[config.mk]
export PLATFORM = sky130hd
export DESIGN_NAME = seller_ctrl
export DESIGN_NICKNAME = d
export VERILOG_FILES = /design/src/rtl/seller_pkg.sv /design/src/rtl/seller_ctrl.sv
export SDC_FILE = /design/constraint.sdc
export NUM_CORES = 1
export LEC_CHECK = 0
export CORE_AREA = 2 2 48 50
export DETAILED_ROUTE_END_ITERATION = 10
export DIE_AREA = 0 0 50 52
export PLACE_DENSITY = 0.73
export SKIP_CTS_REPAIR_TIMING = 1
export SYNTH_ARGS = -nofsm -noshare
export SYNTH_HDL_FRONTEND = slang
export SYNTH_SLANG_ARGS = --single-unit
[constraint.sdc]
create_clock -name clk -period 3 [get_ports clk]
set_input_delay 0.6 -clock clk [delete_from_list [all_inputs] [get_ports clk]]
set_output_delay 0.6 -clock clk [all_outputs]
set_load 0.1 [all_outputs]
[src/rtl/seller_pkg.sv]
// Shared types and constants for the vending-machine transaction controller.
//   state_e  : controller states (idle, collecting coins, vend pulse, refund pulse)
//   VAL_HALF : credit value of a 0.5-yuan coin, in half-yuan units
//   VAL_ONE  : credit value of a 1-yuan coin, in half-yuan units
package seller_pkg;

  typedef enum logic [1:0] {
    StIdle,
    StCollect,
    StVend,
    StRefund
  } state_e;

  localparam logic [1:0] VAL_HALF = 2'd1;
  localparam logic [1:0] VAL_ONE  = 2'd2;

endpackage

[src/rtl/seller_ctrl.sv]
// Vending-machine transaction controller. Accumulates coin credit, arms the
// external timer while collecting, treats the timer's t_end as an inactivity
// timeout, and issues vend / change / refund / reject pulses. All outputs are
// registered.
//   clk          : system clock
//   rst          : synchronous active-high reset
//   coin_half    : 0.5-yuan coin pulse (value 1)
//   coin_one     : 1-yuan coin pulse (value 2)
//   cancel       : user abort pulse
//   t_end        : timeout from the timer
//   t_rst_n      : timer enable, 0 = counting, 1 = paused
//   goods_out    : vend pulse
//   refund_out   : refund pulse
//   change_valid : change_out qualifier pulse
//   change_out   : change or refund amount in half-yuan units, 0 when not valid
//   coin_reject  : coin arrived while vending or refunding
module seller_ctrl
  import seller_pkg::*;
#(
  parameter int unsigned PRICE = 5,
  parameter int unsigned CW    = 6
) (
  input  logic          clk,
  input  logic          rst,
  input  logic          coin_half,
  input  logic          coin_one,
  input  logic          cancel,
  input  logic          t_end,
  output logic          t_rst_n,
  output logic          goods_out,
  output logic          refund_out,
  output logic          change_valid,
  output logic [CW-1:0] change_out,
  output logic          coin_reject
);

  localparam logic [CW-1:0] PriceW  = CW'(PRICE);
  localparam logic [CW-1:0] MaxChg  = CW'(2);

  state_e        state_q, state_d;
  logic [CW-1:0] credit_q, credit_d;
  logic          first_q, first_d;

  logic [1:0]    coin_val;
  logic [CW-1:0] coin_ext;
  logic [CW-1:0] sum;
  logic [CW-1:0] change;

  logic          t_rst_n_q, t_rst_n_d;
  logic          goods_q, goods_d;
  logic          refund_q, refund_d;
  logic          chg_valid_q, chg_valid_d;
  logic [CW-1:0] chg_out_q, chg_out_d;
  logic          reject_q, reject_d;

  assign coin_val = (coin_half ? VAL_HALF : 2'd0) + (coin_one ? VAL_ONE : 2'd0);
  assign coin_ext = CW'(coin_val);
  assign sum      = credit_q + coin_ext;

  // State and output registers.
  always_ff @(posedge clk) begin
    if (rst) begin
      state_q     <= StIdle;
      credit_q    <= '0;
      first_q     <= 1'b0;
      t_rst_n_q   <= 1'b1;
      goods_q     <= 1'b0;
      refund_q    <= 1'b0;
      chg_valid_q <= 1'b0;
      chg_out_q   <= '0;
      reject_q    <= 1'b0;
    end else begin
      state_q     <= state_d;
      credit_q    <= credit_d;
      first_q     <= first_d;
      t_rst_n_q   <= t_rst_n_d;
      goods_q     <= goods_d;
      refund_q    <= refund_d;
      chg_valid_q <= chg_valid_d;
      chg_out_q   <= chg_out_d;
      reject_q    <= reject_d;
    end
  end

  // Next state and credit.
  always_comb begin
    state_d  = state_q;
    credit_d = credit_q;
    unique case (state_q)
      StIdle: begin
        credit_d = coin_ext;
        if (coin_val != 2'd0) begin
          state_d = (coin_ext >= PriceW) ? StVend : StCollect;
        end
      end
      StCollect: begin
        credit_d = sum;
        if (sum >= PriceW) begin
          state_d = StVend;
        end else if (cancel) begin
          state_d = StRefund;
        end else if (t_end && !first_q) begin
          // first_q masks a stale t_end the paused timer may still be holding
          state_d = StRefund;
        end
      end
      StVend, StRefund: begin
        state_d  = StIdle;
        credit_d = '0;
      end
      default: begin
        state_d  = StIdle;
        credit_d = '0;
      end
    endcase
    first_d = (state_d == StCollect) && (state_q != StCollect);
  end

  // Output next values, derived from the state being entered so that each
  // pulse appears one cycle after the causing input.
  always_comb begin
    change      = credit_d - PriceW;
    if (change > MaxChg) begin
      change = MaxChg;
    end
    t_rst_n_d   = (state_d != StCollect);
    goods_d     = (state_d == StVend);
    refund_d    = (state_d == StRefund);
    chg_valid_d = 1'b0;
    chg_out_d   = '0;
    if (state_d == StVend && change != '0) begin
      chg_valid_d = 1'b1;
      chg_out_d   = change;
    end else if (state_d == StRefund) begin
      chg_valid_d = 1'b1;
      chg_out_d   = credit_d;
    end
    reject_d    = ((state_q == StVend) || (state_q == StRefund)) && (coin_val != 2'd0);
  end

  assign t_rst_n      = t_rst_n_q;
  assign goods_out    = goods_q;
  assign refund_out   = refund_q;
  assign change_valid = chg_valid_q;
  assign change_out   = chg_out_q;
  assign coin_reject  = reject_q;

endmodule

==> reports/qor.yml, run 1 <==
clkSinkCount: 20
leakage_nw: 0.5532
peakVddDrop_uv: 371.5
drive_gt1_share_pct: 26.61
crit_path_end_kind: "flop"
wl_per_cell_um: 12.41
status: "completed"
comb_power_share_pct: 32.1
seq_power_share_pct: 39.0
overflow: 0
tightestPinTransition_ps: 502.7
internal_power_mw: 0.5111
drtAntennaViolNets: 0
drv_cap: 0
grt_pass1_wl_um: 3353
numCtsBuffers: 3
synth_top_area_cell: "dfxtp_1"
synthXorXnorAreaFrac_pct: 3.576
synth_cells: 97
row_count: 17
crit_fanout: 3
clk_latency_ps: 300
max_stage_delay_ps: 500
clock.fmax_mhz: 349.6
synth-adder-area-share_pct: 8.429
core_um2: 2106
p_per_area_nw_per_um2: 612.6
port_buffers: 16
synth-compound-area-share_pct: 23.24
die_h_um: 52
startpoint_type: "input port"
synthArstFlopShare_pct: 0
clockPowerShare_pct: 28.9
hold_violations: 0
track_usage_pct: 17.50
avgSynthCellArea_um2: 10.10
routed_wl_um: 1887
clkTransAtPathRegs_ps: 120
p_sw_share_pct: 32.98
crit_slowest_cell: "fa_1"
area_growth_pct: 27.07
fin_skew_ps: 4.283
dieArea_um2: 2600
grt_start_max_net_pins: 13
vias_per_cell: 5.125
synthesis.area_um2: 979.7
synth.distinct_cells: 42
nNetsFinal: 137
gp_congestion: 0.8192
required_ps: 3230
root_buffer: "clkbuf_4"
drc: 0
setup_viol: 0
synth_top_family_by_area: "compound AO/OA/AOI/OAI gates"
relSlewSlack_pct: 66.23
layout_min_cycle_time_ps: 2860
total_power_mw: 0.7627
cp_cell_sequence: "clkdlybuf4s50_1, ha_1, fa_1, mux2i_1, or2_2, ha_1, o221a_2, o2111a_2, a221oi_2"
antenna_cells: 0
initial_core_util_pct: 46.52
cpMostUsedCell: "ha_1"
drt_iter0_drc: 6
pin_count: 17
rsz0062_at_grt: "false"
cts_tree: "built"
yosysTopAreaCellShare_pct: 40.87
period_share_pct: 95.35
yosysWarnings: 0
synth_top_flop_cell: "dfxtp_1"
setup-tns-final_ps: 0
first_pass_iters: 4
hpwlAfterDp_um: 1486
synth.area.top_cells: "dfxtp_1 41%, ha_1 6.4%, nor2_1 4.2%"
cts_buffer_depth: 2
arrival_ps: 3090
yosysSeqAreaShare_pct: 40.87
vias: 779
cts_htree_levels: 1
hold_class: "reg -> reg"
ys_ff_latch: 20
final_max_slew_viol_count: 0
critPathKind: "in -> reg"
first_global_vias: 757
antenna_found_initial: 0
synth_edf_count: 0
p_switching_mw: 0.2515
die_w_um: 50
synthSimpleGateAreaFrac_pct: 17.24
synth.area.mux_share_pct: 2.043
[synth_stat cells, drive strengths merged, types with 2 or more instances]
cell and count:
mux2i 2, dfxtp 20, ha 5, nor2 11, xor2 2, buf 2
and3 2, or2 3, a2111oi 2, xnor2 2, o21ai 2, nand2 3
nor2b 2, nand3 3, nor3 3, a211oi 2, inv 5, a21o 2
a21oi 4, a22o 2
[through the flow]
stage / hold slack, ps / std cells / util [%] / area [um2] / setup slack [ps]
after floorplan: 541.9 / 99 / - / 987.2 / 243.6
after global placement: 601.2 / 148 / 56.63 / 1192 / -160.7
after detailed placement: 616.8 / 148 / 56.63 / 1192 / -201.4
after CTS: 637.4 / 152 / 59.12 / 1245 / 143.8
after global routing: 666.9 / 152 / 59.12 / 1245 / 61.54
final: 633.2 / 152 / 59.12 / 1245 / 139.6
[worst max-delay path, delay by kind of cell]
family / cells / cell delay [ps]
adder cells (fa/ha/maj): 3 / 1020
buffers and inverters: 1 / 420
AND/OR/NAND/NOR: 1 / 300
multiplexers: 1 / 80
AO/OA/AOI/OAI: 3 / 680
[power groups by stage]
stage / clock, mW / combinational [mW] / sequential (mW)
after floorplan: 0 / 0.113 / 0.368
after global placement: 0 / 0.241 / 0.303
after detailed placement: 0 / 0.245 / 0.304
after CTS: 0.225 / 0.245 / 0.297
after global routing: 0.237 / 0.265 / 0.300
final: 0.220 / 0.245 / 0.298
[kinds of logic (layout without fill, tap and decap cells)]
logic type	after synthesis	after routing
and+or+nand+nor	33	33
AOI/OAI and AO/OA	23	23
DFF	20	20
buffers and inverters	8	33
adders and majority gates	6	6
xor gates and xnor gates	4	4
muxes	2	2
other	1	3
[layout make-up]
type                            count  area (um2)
Clock inverter                      1       30.03
Fill cell                         180       860.8
Multi-Input combinational cell     71       545.5
Sequential cell                    20       400.4
Tap cell                           28       35.03
Inverter                            5       18.77
Timing Repair Buffer               24       192.7
Clock buffer                        3       22.52
[registers in the layout, summed over array words and instances (netlist names)]
| register | flops |
|---|---|
| change_valid | 1 |
| first_q | 1 |
| t_rst_n | 1 |
| state_q | 2 |
| coin_reject | 1 |
| goods_out | 1 |
| refund_out | 1 |
| change_out | 6 |
| credit_q | 6 |
[layout by cell type, fill, tap and decap left out, drive strengths merged, types with 2 or more instances in the layout]
master,instances
buf,19
or2,3
a22o,2
ha,5
clkbuf,3
nor2b,2
a21oi,4
and3,2
nor3,3
a2111oi,2
xnor2,2
nor2,11
a211oi,2
conb,3
mux2i,2
xor2,2
inv,5
dfxtp,20
clkdlybuf4s50,5
a21o,2
o21ai,2
nand2,3
nand3,3
[path summary, 6_finish.rpt]
path | from | end | slack, ps | depth (start not counted)
worst max-delay path | coin_half | change_out[1]$_SDFF_PP0_ | 140 | 9
worst min-delay path | credit_q[5]$_SDFF_PP0_ | credit_q[5]$_SDFF_PP0_ | 630 | 2
worst max register to register | credit_q[0]$_SDFF_PP0_ | change_out[1]$_SDFF_PP0_ | 550 | 8
worst min register to register | credit_q[5]$_SDFF_PP0_ | credit_q[5]$_SDFF_PP0_ | 630 | 2
[per-layer routing]
| layer | GRT usage (%) | routed length, um | share of wire, % | vias to the layer above |
|---|---|---|---|---|
| met5 | 0 | 0 | 0 | - |
| met4 | 14.35 | 64 | 3.4 | 0 |
| met3 | 3.448 | 81 | 4.3 | 6 |
| met2 | 29.39 | 879 | 47 | 18 |
| met1 | 19.07 | 862 | 46 | 352 |
| li1 | - | - | - | 403 |
No activity file was read; power rests on OpenSTA's default activity.
==> run 2, diff against run 1 <==
--- a/config.mk
+++ b/config.mk
@@ -9,7 +9,6 @@
 export DETAILED_ROUTE_END_ITERATION = 10
 export DIE_AREA = 0 0 50 52
 export PLACE_DENSITY = 0.73
-export SKIP_CTS_REPAIR_TIMING = 1
 export SYNTH_ARGS = -nofsm -noshare
 export SYNTH_HDL_FRONTEND = slang
 export SYNTH_SLANG_ARGS = --single-unit
==> constraint.sdc (replaced) <==
create_clock -name clk -period 3 [get_ports clk]
set_input_delay 0.45 -clock clk [delete_from_list [all_inputs] [get_ports clk]]
set_output_delay 0.45 -clock clk [all_outputs]
set_load 0.1 [all_outputs]
==> run 2 against run 1 <==
Net effect: register-to-register slack lost 70 ps; die area is the same; final cell count shrank 2.0%; worst hold slack lost 4.2 ps; routed wire length grew 7.7%; first-iteration DRC count grew to 2.5 times the previous value; largest cell class unchanged; largest power group unchanged; highest routed layer unchanged.
==> reports/qor.yml, run 2 (synthesis gave the netlist of run 1 again) <==
final_max_slew_viol_count: 0
row_count: 17
die_w_um: 50
cpMostUsedCell: "ha_1"
arrival_ps: 3020
antenna_found_initial: 0
startpoint_type: "input port"
layout_min_cycle_time_ps: 2781
cts_buffer_depth: 2
first_global_vias: 757
max_stage_delay_ps: 520
cts_tree: "built"
cp_cell_sequence: "clkdlybuf4s50_1, ha_1, fa_1, mux2i_1, or2_2, ha_1, o221a_2, o2111a_2, a221oi_2"
nNetsFinal: 134
final_common_cell: "dfxtp_1"
antenna_cells: 0
drc: 0
drive_gt1_share_pct: 24.79
hold_violations: 0
first_pass_iters: 4
drv_cap: 0
port_buffers: 16
track_usage_pct: 17.33
cts_hold_buffers: 0
core_um2: 2106
drt_iter0_drc: 15
leakage_nw: 0.5384
multiInputGateArea_um2: 545.5
crit_path_end_kind: "flop"
whs_ps: 629.0
cp.buffers_inverters: 1
overflow: 0
rsz0062_at_grt: "false"
regArea_um2: 400.4
postCtsSetupBuffers: 0
clock.fmax_mhz: 359.6
setup_viol: 0
gp_congestion: 0.8065
pin_count: 17
grt_pass1_wl_um: 3408
crit_slowest_cell: "fa_1"
dieArea_um2: 2600
clkSinkCount: 20
clkTransAtPathRegs_ps: 110
regToRegSetupSlack_ps: 480
wl_per_cell_um: 13.64
hpwlAfterDp_um: 1574
peakVddDrop_uv: 355.1
final_cell_mix: "20 x dfxtp_1, 16 x buf_4, 11 x nor2_1"
vias: 794
critPathKind: "in -> reg"
p_per_area_nw_per_um2: 624.1
status: "completed"
fin_skew_ps: 0.6591
crit_family: "adder cells"
nFillCells: 177
period_share_pct: 92.70
grt_start_max_net_pins: 13
drtAntennaViolNets: 0
crit_fanout: 3
required_ps: 3240
hold_class: "reg -> reg"
routed_wl_um: 2032
clk_latency_ps: 310
total_power_mw: 0.7629
root_buffer: "clkbuf_4"
die_h_um: 52
numCtsBuffers: 3
postCtsResizedCells: 0
initial_core_util_pct: 46.52
vias_per_cell: 5.329
cts_htree_levels: 1
area_growth_pct: 24.78
-- run 2: cell count changes in the layout (fill, tap and decap cells not counted), sizes merged --
| cell | delta |
|---|---|
| buf | -3 |
-- run 2: final timing paths --
kind                          startpoint                  endpoint  cells past startpoint
setup / recovery               coin_half  change_out[1]$_SDFF_PP0_                      9
hold reg to reg    state_q[1]$_SDFF_PP0_    coin_reject$_SDFF_PP0_                      1
hold / removal     state_q[1]$_SDFF_PP0_    coin_reject$_SDFF_PP0_                      1
setup reg to reg  credit_q[0]$_SDFF_PP0_  change_out[1]$_SDFF_PP0_                      8
-- run 2: area by class of cell --
| class | instances | area share, % |
|---|---|---|
| flip-flops and latches | 20 | 32.75 |
| inverters | 5 | 1.535 |
| repair buffers | 21 | 13.92 |
| multi-input cells | 71 | 44.63 |
| well taps | 28 | 2.866 |
| clock buffers | 3 | 1.842 |
| clock inverters | 1 | 2.457 |
-- run 2: worst reg2reg max path, cell delays in order (launching register included) --
cell	delay [ps]
dfxtp_1	340
ha_1	210
fa_1	520
mux2i_1	90
or2_2	300
ha_1	300
o221a_2	280
o2111a_2	170
a221oi_2	250
-- run 2: report_power, final --
| group | total (mW) | switching (mW) | internal [mW] |
|---|---|---|---|
| sequential | 0.297 | 0.0144 | 0.283 |
| clock | 0.223 | 0.0876 | 0.135 |
| combinational | 0.243 | 0.155 | 0.0878 |
-- run 2: stage by stage --
stage	setup slack [ps]	utilization (%)	area, um2	TNS [ps]	std cells
6_report	219.0	58.05	1222	0	149
5_1_grt	137.6	58.05	1222	0	149
4_1_cts	212.9	58.05	1222	0	149
3_5_place_dp	-114.3	55.56	1170	-216.9	145
3_3_place_gp	-9.851	55.56	1170	-9.851	145
2_1_floorplan	393.6	-	987.2	0	99
-- run 2: layer usage --
layer | up-vias | share of wire, % | routed length (um) | GRT usage (%)
li1 | 397 | - | - | -
met1 | 356 | 45 | 918 | 21.11
met2 | 34 | 48 | 985 | 31.14
met3 | 7 | 4.6 | 93 | 2.586
met4 | 0 | 1.7 | 34 | 5.556
met5 | - | 0 | 0 | 0
==> run 3, diff against run 2 <==
--- a/config.mk
+++ b/config.mk
@@ -5,10 +5,11 @@
 export SDC_FILE = /design/constraint.sdc
 export NUM_CORES = 1
 export LEC_CHECK = 0
-export CORE_AREA = 2 2 48 50
+export CORE_AREA = 2 2 44 46
 export DETAILED_ROUTE_END_ITERATION = 10
-export DIE_AREA = 0 0 50 52
-export PLACE_DENSITY = 0.73
+export DIE_AREA = 0 0 46 48
+export DONT_BUFFER_PORTS = 1
+export PLACE_DENSITY = 0.72
 export SYNTH_ARGS = -nofsm -noshare
 export SYNTH_HDL_FRONTEND = slang
 export SYNTH_SLANG_ARGS = --single-unit
==> run 3 against run 2 <==
Net effect: sequential power increased by 25%; register-to-register slack worse by 120 ps; first-iteration DRC count shrank 67%; die area down 15%; critical path type is now reg -> reg.
==> reports/qor.yml, run 3 (synthesis gave the netlist of run 1 again) <==
nFillCells: 145
grt_start_max_net_pins: 13
status: "completed"
clock.fmax_mhz: 379.2
die_h_um: 48
routed_wl_um: 1819
first_global_vias: 645
cp_cell_sequence: "ha_1, fa_1, mux2i_1, or2_2, ha_1, o221a_2, o2111a_2, a221oi_2"
hold_class: "in -> reg"
row_count: 15
drc: 0
drive_gt1_share_pct: 14.00
drv_cap: 0
period_share_pct: 87.91
drt_iter0_drc: 5
cpMostUsedCell: "ha_1"
fin_skew_ps: 3.968
post-route-util_pct: 60.52
final_common_cell: "dfxtp_1"
dieArea_um2: 2208
first_pass_iters: 4
vias: 706
initial_core_util_pct: 58.00
antenna_cells: 0
antenna_found_initial: 0
clkSinkCount: 20
core_um2: 1689
hold_violations: 0
critPathKind: "reg -> reg"
clkTransAtPathRegs_ps: 110
regToRegSetupSlack_ps: 360
cts_hold_buffers: 0
cts_tree: "built"
numCtsBuffers: 3
final_cell_mix: "20 x dfxtp_1, 11 x nor2_1, 5 x inv_1, 5 x ha_1, 4 x a21oi_1"
grt_pass1_wl_um: 2967
track_usage_pct: 19.61
crit_path_end_kind: "flop"
area_growth_pct: 4.342
gp_congestion: 0.7654
final_max_slew_viol_count: 0
p_per_area_nw_per_um2: 635.4
postCtsSetupBuffers: 0
setup-tns-final_ps: 0
cts_buffer_depth: 2
arrival_ps: 2850
drtAntennaViolNets: 0
wl_per_cell_um: 15.55
peakVddDrop_uv: 400.8
overflow: 0
nNetsFinal: 113
startpoint_type: "flop"
crit_fanout: 4
postCtsResizedCells: 0
setup_viol: 0
cts_htree_levels: 1
tightestPinTransition_ps: 940.5
clk_latency_ps: 300
vias_per_cell: 6.034
rsz0062_at_grt: "false"
layout_min_cycle_time_ps: 2637
required_ps: 3220
pin_count: 17
max_stage_delay_ps: 520
crit_slowest_cell: "fa_1"
die_w_um: 46
port_buffers: 0
relSlewSlack_pct: 37.21
leakage_nw: 0.4314
root_buffer: "clkbuf_4"
hpwlAfterDp_um: 1377
-- run 3: cell types whose count changed in the layout (fill, tap and decap cells not counted) --
| cell | change |
|---|---|
| buf_4 | -16 |
| clkbuf_8 | +1 |
| bufinv_16 | -1 |
| clkdlybuf4s50_1 | -5 |
-- run 3: routing by layer --
metal	part of all wire [%]	GRT usage (%)	vias up
met3	5.1	6.415	2
met2	45	30.83	19
li1	-	-	354
met5	0	0	-
met4	0.71	6.857	0
met1	49	25.23	331
-- run 3: layout make-up --
class / count / area (um2) / area share (%)
Tap cell: 17 / 21.27 / 2.081
Inverter: 5 / 18.77 / 1.836
Multi-Input combinational cell: 71 / 545.5 / 53.37
Clock buffer: 4 / 36.28 / 3.550
Sequential cell: 20 / 400.4 / 39.17
-- run 3: per-stage QoR --
step | setup WS (ps) | std cells | area [um2] | total power, mW | hold WS (ps)
6_report | 362.8 | 117 | 1022 | 0.6495 | 202.5
5_1_grt | 263.1 | 117 | 1022 | 0.6782 | 190.6
4_1_cts | 361.7 | 117 | 1022 | 0.6557 | 191.8
3_5_place_dp | 255.5 | 113 | 985.9 | 0.5009 | 530.2
3_3_place_gp | 331.4 | 113 | 985.9 | 0.4955 | 524.5
2_1_floorplan | 393.6 | 99 | 987.2 | 0.4810 | 541.9
-- run 3: path summary, 6_finish.rpt --
path,startpoint,cells after the start,end
setup / recovery,credit_q[0]$_SDFF_PP0_,8,change_out[1]$_SDFF_PP0_
hold / removal,rst,1,credit_q[0]$_SDFF_PP0_
hold reg to reg,credit_q[5]$_SDFF_PP0_,2,credit_q[5]$_SDFF_PP0_
setup reg to reg,credit_q[0]$_SDFF_PP0_,8,change_out[1]$_SDFF_PP0_
-- run 3: worst max-delay path, delay by kind of cell, from the launching register on --
kind | cells | cell delay (ps)
adders and majority gates | 3 | 1040
and+or+nand+nor | 1 | 340
AOI/OAI and AO/OA | 3 | 730
muxes | 1 | 100
DFF | 1 | 330
-- run 3: power breakdown --
group          leakage (nW)  total, mW  switching, mW  internal, mW
logic                 0.246      0.126         0.0691        0.0567
registers             0.164      0.370         0.0870         0.283
clock network        0.0210      0.154         0.0797        0.0741
